--- src/rtl/washer_input_conditioner.sv ---
// Conditions the raw washer panel inputs: synchronize, debounce, edge-detect Start, gate load.
// Latency: a held raw change reaches the stable value 2+DEBOUNCE_CYCLES edges later; outputs one edge after that.
// No backpressure: every output is a registered level or a one-cycle pulse, so there is no flow control.

// One debounce channel: one stable register plus one counter, for a WIDTH-bit vector.
module washer_debounce_chan #(
  parameter int       WIDTH             = 1,
  parameter int       DEBOUNCE_CYCLES   = 16,
  parameter bit       RESTART_ON_CHANGE = 1'b0
) (
  input  logic             clk,
  input  logic             reset,
  input  logic [WIDTH-1:0] synced_i,
  input  logic [WIDTH-1:0] next_i,
  output logic [WIDTH-1:0] stable_o
);

  localparam int            CW      = $clog2(DEBOUNCE_CYCLES);
  localparam logic [CW-1:0] CNT_MAX = CW'(DEBOUNCE_CYCLES - 1);

  logic [WIDTH-1:0] stable_q, stable_d;
  logic [CW-1:0]    cnt_q, cnt_d;

  // Count consecutive samples that differ from stable; accept on the last one.
  // For vector channels, a new code arriving while pending (visible one flop early
  // on next_i) zeroes the count so the new code starts its own full window.
  // An accept on the final sample still wins over that restart.
  always_comb begin
    stable_d = stable_q;
    cnt_d    = cnt_q;
    if (synced_i == stable_q) begin
      cnt_d = '0;
    end else if (cnt_q == CNT_MAX) begin
      stable_d = synced_i;
      cnt_d    = '0;
    end else if (RESTART_ON_CHANGE && (next_i != synced_i)) begin
      cnt_d = '0;
    end else begin
      cnt_d = cnt_q + 1'b1;
    end
  end

  // Channel state registers.
  always_ff @(posedge clk or negedge reset) begin
    if (!reset) begin
      stable_q <= '0;
      cnt_q    <= '0;
    end else begin
      stable_q <= stable_d;
      cnt_q    <= cnt_d;
    end
  end

  assign stable_o = stable_q;

endmodule

module washer_input_conditioner #(
  parameter int DEBOUNCE_CYCLES = 16
) (
  input  logic       clk,
  input  logic       reset,
  input  logic       start_btn,
  input  logic       door_sw,
  input  logic [1:0] load_sw,
  input  logic       load_lock,
  output logic       Start,
  output logic       Door,
  output logic [1:0] load,
  output logic       start_rejected
);

  // Bit map of the synchronizer: [0] start, [1] door, [3:2] load.
  logic [3:0] raw;
  logic [3:0] sync1_q, sync2_q;

  logic       start_stable;
  logic       door_stable;
  logic [1:0] load_stable;

  logic       start_prev_q;
  logic       start_q, start_d;
  logic       rej_q, rej_d;
  logic [1:0] load_q, load_d;
  logic       start_rise;

  assign raw = {load_sw, door_sw, start_btn};

  // Two-flop synchronizer on every raw input bit.
  always_ff @(posedge clk or negedge reset) begin
    if (!reset) begin
      sync1_q <= '0;
      sync2_q <= '0;
    end else begin
      sync1_q <= raw;
      sync2_q <= sync1_q;
    end
  end

  washer_debounce_chan #(
    .WIDTH            (1),
    .DEBOUNCE_CYCLES  (DEBOUNCE_CYCLES),
    .RESTART_ON_CHANGE(1'b0)
  ) u_start (
    .clk     (clk),
    .reset   (reset),
    .synced_i(sync2_q[0]),
    .next_i  (sync1_q[0]),
    .stable_o(start_stable)
  );

  washer_debounce_chan #(
    .WIDTH            (1),
    .DEBOUNCE_CYCLES  (DEBOUNCE_CYCLES),
    .RESTART_ON_CHANGE(1'b0)
  ) u_door (
    .clk     (clk),
    .reset   (reset),
    .synced_i(sync2_q[1]),
    .next_i  (sync1_q[1]),
    .stable_o(door_stable)
  );

  washer_debounce_chan #(
    .WIDTH            (2),
    .DEBOUNCE_CYCLES  (DEBOUNCE_CYCLES),
    .RESTART_ON_CHANGE(1'b1)
  ) u_load (
    .clk     (clk),
    .reset   (reset),
    .synced_i(sync2_q[3:2]),
    .next_i  (sync1_q[3:2]),
    .stable_o(load_stable)
  );

  // Rising edge of the debounced start decides Start vs reject using the door
  // register as it stands this cycle, so a simultaneous door update is not seen.
  always_comb begin
    start_rise = start_stable & ~start_prev_q;
    start_d    = start_rise & ~door_stable;
    rej_d      = start_rise & door_stable;
    load_d     = load_lock ? load_q : load_stable;
  end

  // Output registers and the start edge-detect history.
  always_ff @(posedge clk or negedge reset) begin
    if (!reset) begin
      start_prev_q <= 1'b0;
      start_q      <= 1'b0;
      rej_q        <= 1'b0;
      load_q       <= 2'b00;
    end else begin
      start_prev_q <= start_stable;
      start_q      <= start_d;
      rej_q        <= rej_d;
      load_q       <= load_d;
    end
  end

  assign Start          = start_q;
  assign start_rejected = rej_q;
  assign Door           = door_stable;
  assign load           = load_q;

endmodule

--- config.mk ---
export PLATFORM = sky130hd
export DESIGN_NAME = washer_input_conditioner
export DESIGN_NICKNAME = d
export VERILOG_FILES = /design/src/rtl/washer_input_conditioner.sv
export SDC_FILE = /design/constraint.sdc
export NUM_CORES = 1
export LEC_CHECK = 0
export CAP_MARGIN = 15
export CORE_MARGIN = 4
export CORE_UTILIZATION = 25
export DETAILED_ROUTE_END_ITERATION = 8
export REMOVE_ABC_BUFFERS = 1
export SLEW_MARGIN = 20
export SYNTH_ARGS = -nofsm -noshare
export SYNTH_HDL_FRONTEND = slang
export SYNTH_SLANG_ARGS = --single-unit
--- constraint.sdc ---
create_clock -name clk -period 1.5 [get_ports clk]
set_input_delay 0.3 -clock clk [delete_from_list [all_inputs] [get_ports clk]]
set_output_delay 0.3 -clock clk [all_outputs]
set_load 0.005 [all_outputs]
# ---- After elaboration in Yosys (flattened, before gate mapping)
# Index checks and enable logic that the tools add are counted.
# W data, S select, Z words.
dict set report totals {
  reg_bits 29
  inputBits 7
  out_inout_bits 5
  wordCells 40
}
dict set report classes {
  n_addsub 3
  n_eq_ne 7
  mux 7
  n_bitwise 8
  n_reduce_logical 3
}
# cell count
set op_table {}
lappend op_table {{$mux W4} 7}
lappend op_table {{$add A4 B1 Y4 const B} 3}
lappend op_table {{$eq A4 B4 Y1 const B} 3}
lappend op_table {{$reduce_and A2 Y1} 3}
lappend op_table {{$not A1 Y1} 5}
lappend op_table {{$and A1 B1 Y1} 3}
lappend op_table {{$eq A1 B1 Y1} 2}
lappend op_table {{$eq A2 B2 Y1} 1}
lappend op_table {{$ne A2 B2 Y1} 1}

# ---- Longest topological paths before layout
dict set report logic_depth {
  word_depth 4
  mapped_depth 4
  mapped_depth_nobuf 4
}

# ---- Cells and area by module
# Synthesis repeated with hierarchy kept, for this count alone.
dict set report hier_totals {
  hier_cells 76
  hier_area_um2 1123.6
}
# mod instances cells_each area_per_inst_um2 seq_area_each_um2
set by_module_without_submodules {}
lappend by_module_without_submodules {{washer_debounce_chan at u_door ...} 2 18 230.2 125.1}
lappend by_module_without_submodules {washer_input_conditioner 1 17 364.1 325.3}
lappend by_module_without_submodules {{washer_debounce_chan at u_load} 1 23 299.0 150.1}

# ---- Worst setup path before layout
# Ideal clock, no wire load.
dict set report synth_path {
  path_kind {reg-to-reg}
  startpoint {register u_load.cnt_q[0]}
  endpoint {register u_load.stable_q[0], in the netlist u_load.stable_o[0]}
  setup_ps 127
  arrival_time_ps 1047
  t_required_ps 1373
  path_slack_ps 326
  path_stages_with_launch 4
  period_less_slack_ps 1174
  cell_sequence {dfrtp_1 > ha_1 > nand3_2 > mux2_1}
}
dict set report synth_between {
  elab_chain_len 2
}
# element line
set synth_lines {}
lappend synth_lines {{from (decl)} 22} ;# logic [CW-1:0] cnt_q, cnt_d;
lappend synth_lines {{from (signal assigned)} 50} ;# cnt_q <= cnt_d;
lappend synth_lines {{$eq A4 B4 Y1} 33} ;# end else if (cnt_q == CNT_MAX) begin
lappend synth_lines {{$reduce_and A2 Y1 (no source line)} --}
lappend synth_lines {{to (signal assigned)} 49} ;# stable_q <= stable_d;
lappend synth_lines {{to (decl)} 21} ;# logic [WIDTH-1:0] stable_q, stable_d;
# Every way passes these cells.
# A chain may end at the register's enable or synchronous reset.

# ---- Worst setup path after layout
dict set report layout_path {
  startpoint {register u_door.stable_q, in the netlist u_door.stable_o}
  endpoint {output port Door}
}
# element line
set layout_lines {}
lappend layout_lines {{from (decl)} 21}
lappend layout_lines {{from (signal assigned)} 49}
lappend layout_lines {{to (decl)} 68} ;# output logic Door,
# No word-level cell between the ends.

==> PnR_summary.wiki <==
{| class="wikitable"
! Metric !! Value
|-
| Result of the run || finished, final reports clean
|-
| Worst endpoint required time || 1.20 ns
|-
| Global-route wire length before repair || 3.04 mm
|-
| CP Data Arrival Time || 1.12 ns
|-
| Vias per cell || 4.34
|-
| PwrDens || 1100 mW/mm2
|-
| Area of the core || 0.00412 mm2
|-
| First-pass iteration count of the detailed router || 4
|-
| Synthesis-to-layout area growth || 24.3%
|-
| Die ar. || 0.00552 mm2
|-
| I/O pin cnt || 12
|-
| Average detailed-routed wire length per instance || 11.6 um
|-
| Critical Path Fanout Max || 2
|-
| Starting DRC count in detailed routing || 28
|-
| Capture point of the worst path || Door
|-
| Maximum number of pins on one net before global-route repair || 30
|-
| Mean instance size in the synthesized netlist || 14.1 um2
|-
| Maximum clock insertion buffer count || 2
|-
| Worst IR Drop VDD || 0.000580 V
|-
| Final Power || 0.00151 W
|-
| Clk_skew || 0.00589 ns
|-
| DR DRC count || 0
|-
| Post-Layout Cell Count || 149
|-
| Gp weighted congestion || 0.661
|-
| Count of cells along the worst register-to-register path || 3
|-
| Global routing usage on met2 || 10.8%
|-
| Pins over their slew limit || 0
|-
| Capture instance of the worst register-to-register path || u_load.stable_o[1]$_DFFE_PN0P_
|-
| Leak || 0.606 nW
|-
| Largest incremental delay on the critical path || 0.51 ns
|-
| TritonCTS clock tree || done
|-
| Int Power || 0.00118 W
|-
| Met3 track demand over resource in global routing || 3.65%
|-
| Footprint of the flip-flops and latches || 726 um2
|-
| TritonCTS Sinks || 29
|-
| Crit. End Element || primary output
|-
| Multi-input gate area || 363 um2
|-
| Total gr overflow || 0
|-
| Power share of the combinational group || 5.5%
|-
| Sum of net half-perimeters after detailed placement || 1.21 mm
|-
| Start point of the critical path || u_door.stable_o$_DFFE_PN0P_
|-
| Fraction of power consumed by sequential logic || 55.5%
|-
| Die Y-Extent || 74.3 um
|-
| Startpoint class of the critical path || flip-flop
|-
| Top achievable clock speed || 702 MHz
|-
| Std-Cell Rows || 23
|-
| Count of H-tree levels built during CTS || 2
|-
| Post-cts hold buffer count || 0
|-
| # fillers || 409
|-
| Fraction of the yosys area taken by sequential cells || 66.0%
|-
| Time the final worst path needs with I/O delays and setup || 1.42 ns
|-
| Switching power || 0.000325 W
|-
| Share of total power in the clock network || 39.0%
|-
| Total of endpoints with negative setup slack in the final report || 0
|-
| Category of cells accounting for the largest share of critical-path delay || buffers and inverters
|-
| Clock root buffer || sky130_fd_sc_hd__clkbuf_8
|-
| Final antenna diode count || 0
|-
| Hold crit path type || reg -> reg
|-
| Via count of the first global-routing pass || 697
|-
| Synth warnings || 0
|-
| Setup repair after global routing missed its margin || no
|-
| Share of cells above drive strength 1 || 10.1%
|-
| Final Hold Vio Count || 0
|-
| Input/output buffers || 11
|-
| Post-route fraction of the period consumed by the critical path || 94.9%
|-
| Switching part of the total || 21.6%
|-
| Max Cap Violations || 0
|-
| Antenna violation net count after detailed routing || 0
|-
| Count of buffer and inverter cells on the critical path || 1
|-
| List of cells traversed by the critical path || clkdlybuf4s50_1
|-
| Hold WS || 0.349 ns
|-
| Remaining max-slew budget at the tightest pin || 76.1%
|-
| Total standard cell area after synthesis || 0.00110 mm2
|-
| Total negative setup slack || 0 ns
|-
| Placed cells || 140
|-
| Flops & latches, synth || 29
|-
| Path length in cells of the critical path || 1
|-
| Cell type of the slowest stage on the worst timing path || sky130_fd_sc_hd__clkdlybuf4s50_1
|-
| Cts bufs inserted || 5
|-
| Post-detailed-routing wire length || 1.73 mm
|-
| Number of unique standard cell types used by synthesis || 19
|-
| Crit path kind || reg -> out
|-
| Die span in x || 74.3 um
|-
| Clk_lat worst skew || 0.27 ns
|-
| Worst slew pin tran || 0.359 ns
|-
| Critical R2R Launch || u_load.cnt_q[0]$_DFF_PN0_
|-
| Clock slew seen by the registers of the worst setup and hold paths || 0.05 ns
|-
| Syn Inst Count || 78
|-
| Effective utilization at floorplan || 26.7%
|-
| Reg2reg setup slack || 0.26 ns
|-
| Met1 GRT Util || 9.12%
|-
| Nets || 108
|-
| Antenna violations before repair || 0
|-
| GRT Total Usage || 7.68%
|-
| Layer with the highest usage after global routing || met2
|-
| Number of vias after detailed routing || 646
|}
## kinds of logic after synthesis
kind of cell | count (synthesis) | share of synthesized area, %
flops | 29 | 66.0
simple gates | 18 | 11.0
compound gates | 10 | 5.23
xor+xnor | 9 | 7.17
mux | 6 | 6.14
buf+inv | 3 | 1.02
fa+ha+maj | 3 | 3.41
## worst register-to-register path, stage by stage (launching register included)
cell and delay (ns):
sky130_fd_sc_hd__dfrtp_1 0.41, sky130_fd_sc_hd__ha_1 0.26, sky130_fd_sc_hd__nand3_2 0.13, sky130_fd_sc_hd__mux2_1 0.32
## per-stage QoR
stage	setup WS, ns	area, um2	utilization (%)
after CTS	0.0618	1370	33.2
final	0.0763	1370	33.2
after global routing	0.0324	1370	33.2
after detailed placement	0.250	1280	31.1
after floorplan	0.326	1100	-
after global placement	0.265	1280	31.1
## cells in the final DEF, fill, tap and decap left out
master and instances:
sky130_fd_sc_hd__a21oi_1 6, sky130_fd_sc_hd__and3b_1 1, sky130_fd_sc_hd__buf_4 2, sky130_fd_sc_hd__clkbuf_1 3, sky130_fd_sc_hd__clkbuf_8 5, sky130_fd_sc_hd__clkdlybuf4s50_1 11
sky130_fd_sc_hd__dfrtp_1 29, sky130_fd_sc_hd__ha_1 3, sky130_fd_sc_hd__inv_1 3, sky130_fd_sc_hd__mux2_1 6, sky130_fd_sc_hd__nand2_1 1, sky130_fd_sc_hd__nand3_1 2
sky130_fd_sc_hd__nand3_2 1, sky130_fd_sc_hd__nand4b_1 3, sky130_fd_sc_hd__nor2_1 4, sky130_fd_sc_hd__nor2b_1 2, sky130_fd_sc_hd__nor3b_1 3, sky130_fd_sc_hd__nor3b_2 1
sky130_fd_sc_hd__o211ai_2 1, sky130_fd_sc_hd__o21ai_0 2, sky130_fd_sc_hd__o21ai_1 1, sky130_fd_sc_hd__xnor2_1 7, sky130_fd_sc_hd__xor2_1 2
## power groups by stage
stage	clock network, W	registers (W)	logic, W
after detailed placement	0	0.000849	0.0000863
after global placement	0	0.000847	0.0000817
after CTS	0.000624	0.000835	0.0000868
after global routing	0.000661	0.000840	0.0000969
final	0.000588	0.000836	0.0000832
after floorplan	0	0.000843	0.0000444
## cells in the mapped netlist
| master | number | share of area [%] |
|---|---|---|
| sky130_fd_sc_hd__nor3b_2 | 1 | 1.1 |
| sky130_fd_sc_hd__nor2_1 | 4 | 1.4 |
| sky130_fd_sc_hd__nand3_2 | 1 | 0.91 |
| sky130_fd_sc_hd__nand3_1 | 2 | 0.91 |
| sky130_fd_sc_hd__o21ai_1 | 1 | 0.45 |
| sky130_fd_sc_hd__a21oi_1 | 6 | 2.7 |
| sky130_fd_sc_hd__nor2b_1 | 2 | 1.1 |
| sky130_fd_sc_hd__inv_1 | 3 | 1.0 |
| sky130_fd_sc_hd__mux2_1 | 6 | 6.1 |
| sky130_fd_sc_hd__o211ai_2 | 1 | 1.1 |
| sky130_fd_sc_hd__o21ai_0 | 2 | 0.91 |
| sky130_fd_sc_hd__ha_1 | 3 | 3.4 |
| sky130_fd_sc_hd__nand4b_1 | 3 | 2.4 |
| sky130_fd_sc_hd__and3b_1 | 1 | 0.80 |
| sky130_fd_sc_hd__nand2_1 | 1 | 0.34 |
| sky130_fd_sc_hd__nor3b_1 | 3 | 2.0 |
| sky130_fd_sc_hd__dfrtp_1 | 29 | 66 |
| sky130_fd_sc_hd__xnor2_1 | 7 | 5.6 |
| sky130_fd_sc_hd__xor2_1 | 2 | 1.6 |
## state kept, by name, indices dropped and copies added (netlist names)
name and count:
start_rejected 1, u_start.cnt_q 4, u_start.stable_o 1, u_load.cnt_q 4
start_prev_q 1, u_door.stable_o 1, sync2_q 4, load 2
Start 1, u_load.stable_o 2, sync1_q 4, u_door.cnt_q 4
## repair_timing
action | 4_1_cts | 5_1_grt
setup endpoints to repair | 1 | 0
buffers inserted | 1 | 0
resized for setup | 0 | 0
## layer usage
layer,part of all wire [%],routed length [um]
met4,2.7,47
met3,7.2,124
met1,45,788
met5,0,0
met2,45,772
## worst min path at each step
| stage | startpoint | end | slack (ns) | cells past startpoint |
|---|---|---|---|---|
| finish | sync1_q[0]$_DFF_PN0_ | sync2_q[0]$_DFF_PN0_ | 0.35 | 0 |
| global route | sync1_q[0]$_DFF_PN0_ | sync2_q[0]$_DFF_PN0_ | 0.36 | 0 |
| CTS | sync1_q[1]$_DFF_PN0_ | sync2_q[1]$_DFF_PN0_ | 0.35 | 0 |
| detailed placement | sync1_q[0]$_DFF_PN0_ | sync2_q[0]$_DFF_PN0_ | 0.34 | 0 |
| global placement | sync1_q[0]$_DFF_PN0_ | sync2_q[0]$_DFF_PN0_ | 0.33 | 0 |
| floorplan | reset | Start$_DFF_PN0_ | 0.004 | 0 |
## layout make-up
cell class | instances | area share (%)
Timing Repair Buffer | 13 | 9.15
Sequential cell | 29 | 53.1
Multi-Input combinational cell | 46 | 26.5
Tap cell | 50 | 4.57
Clock buffer | 8 | 5.86
Inverter | 3 | 0.823
No activity file was read; power rests on OpenSTA's default activity.
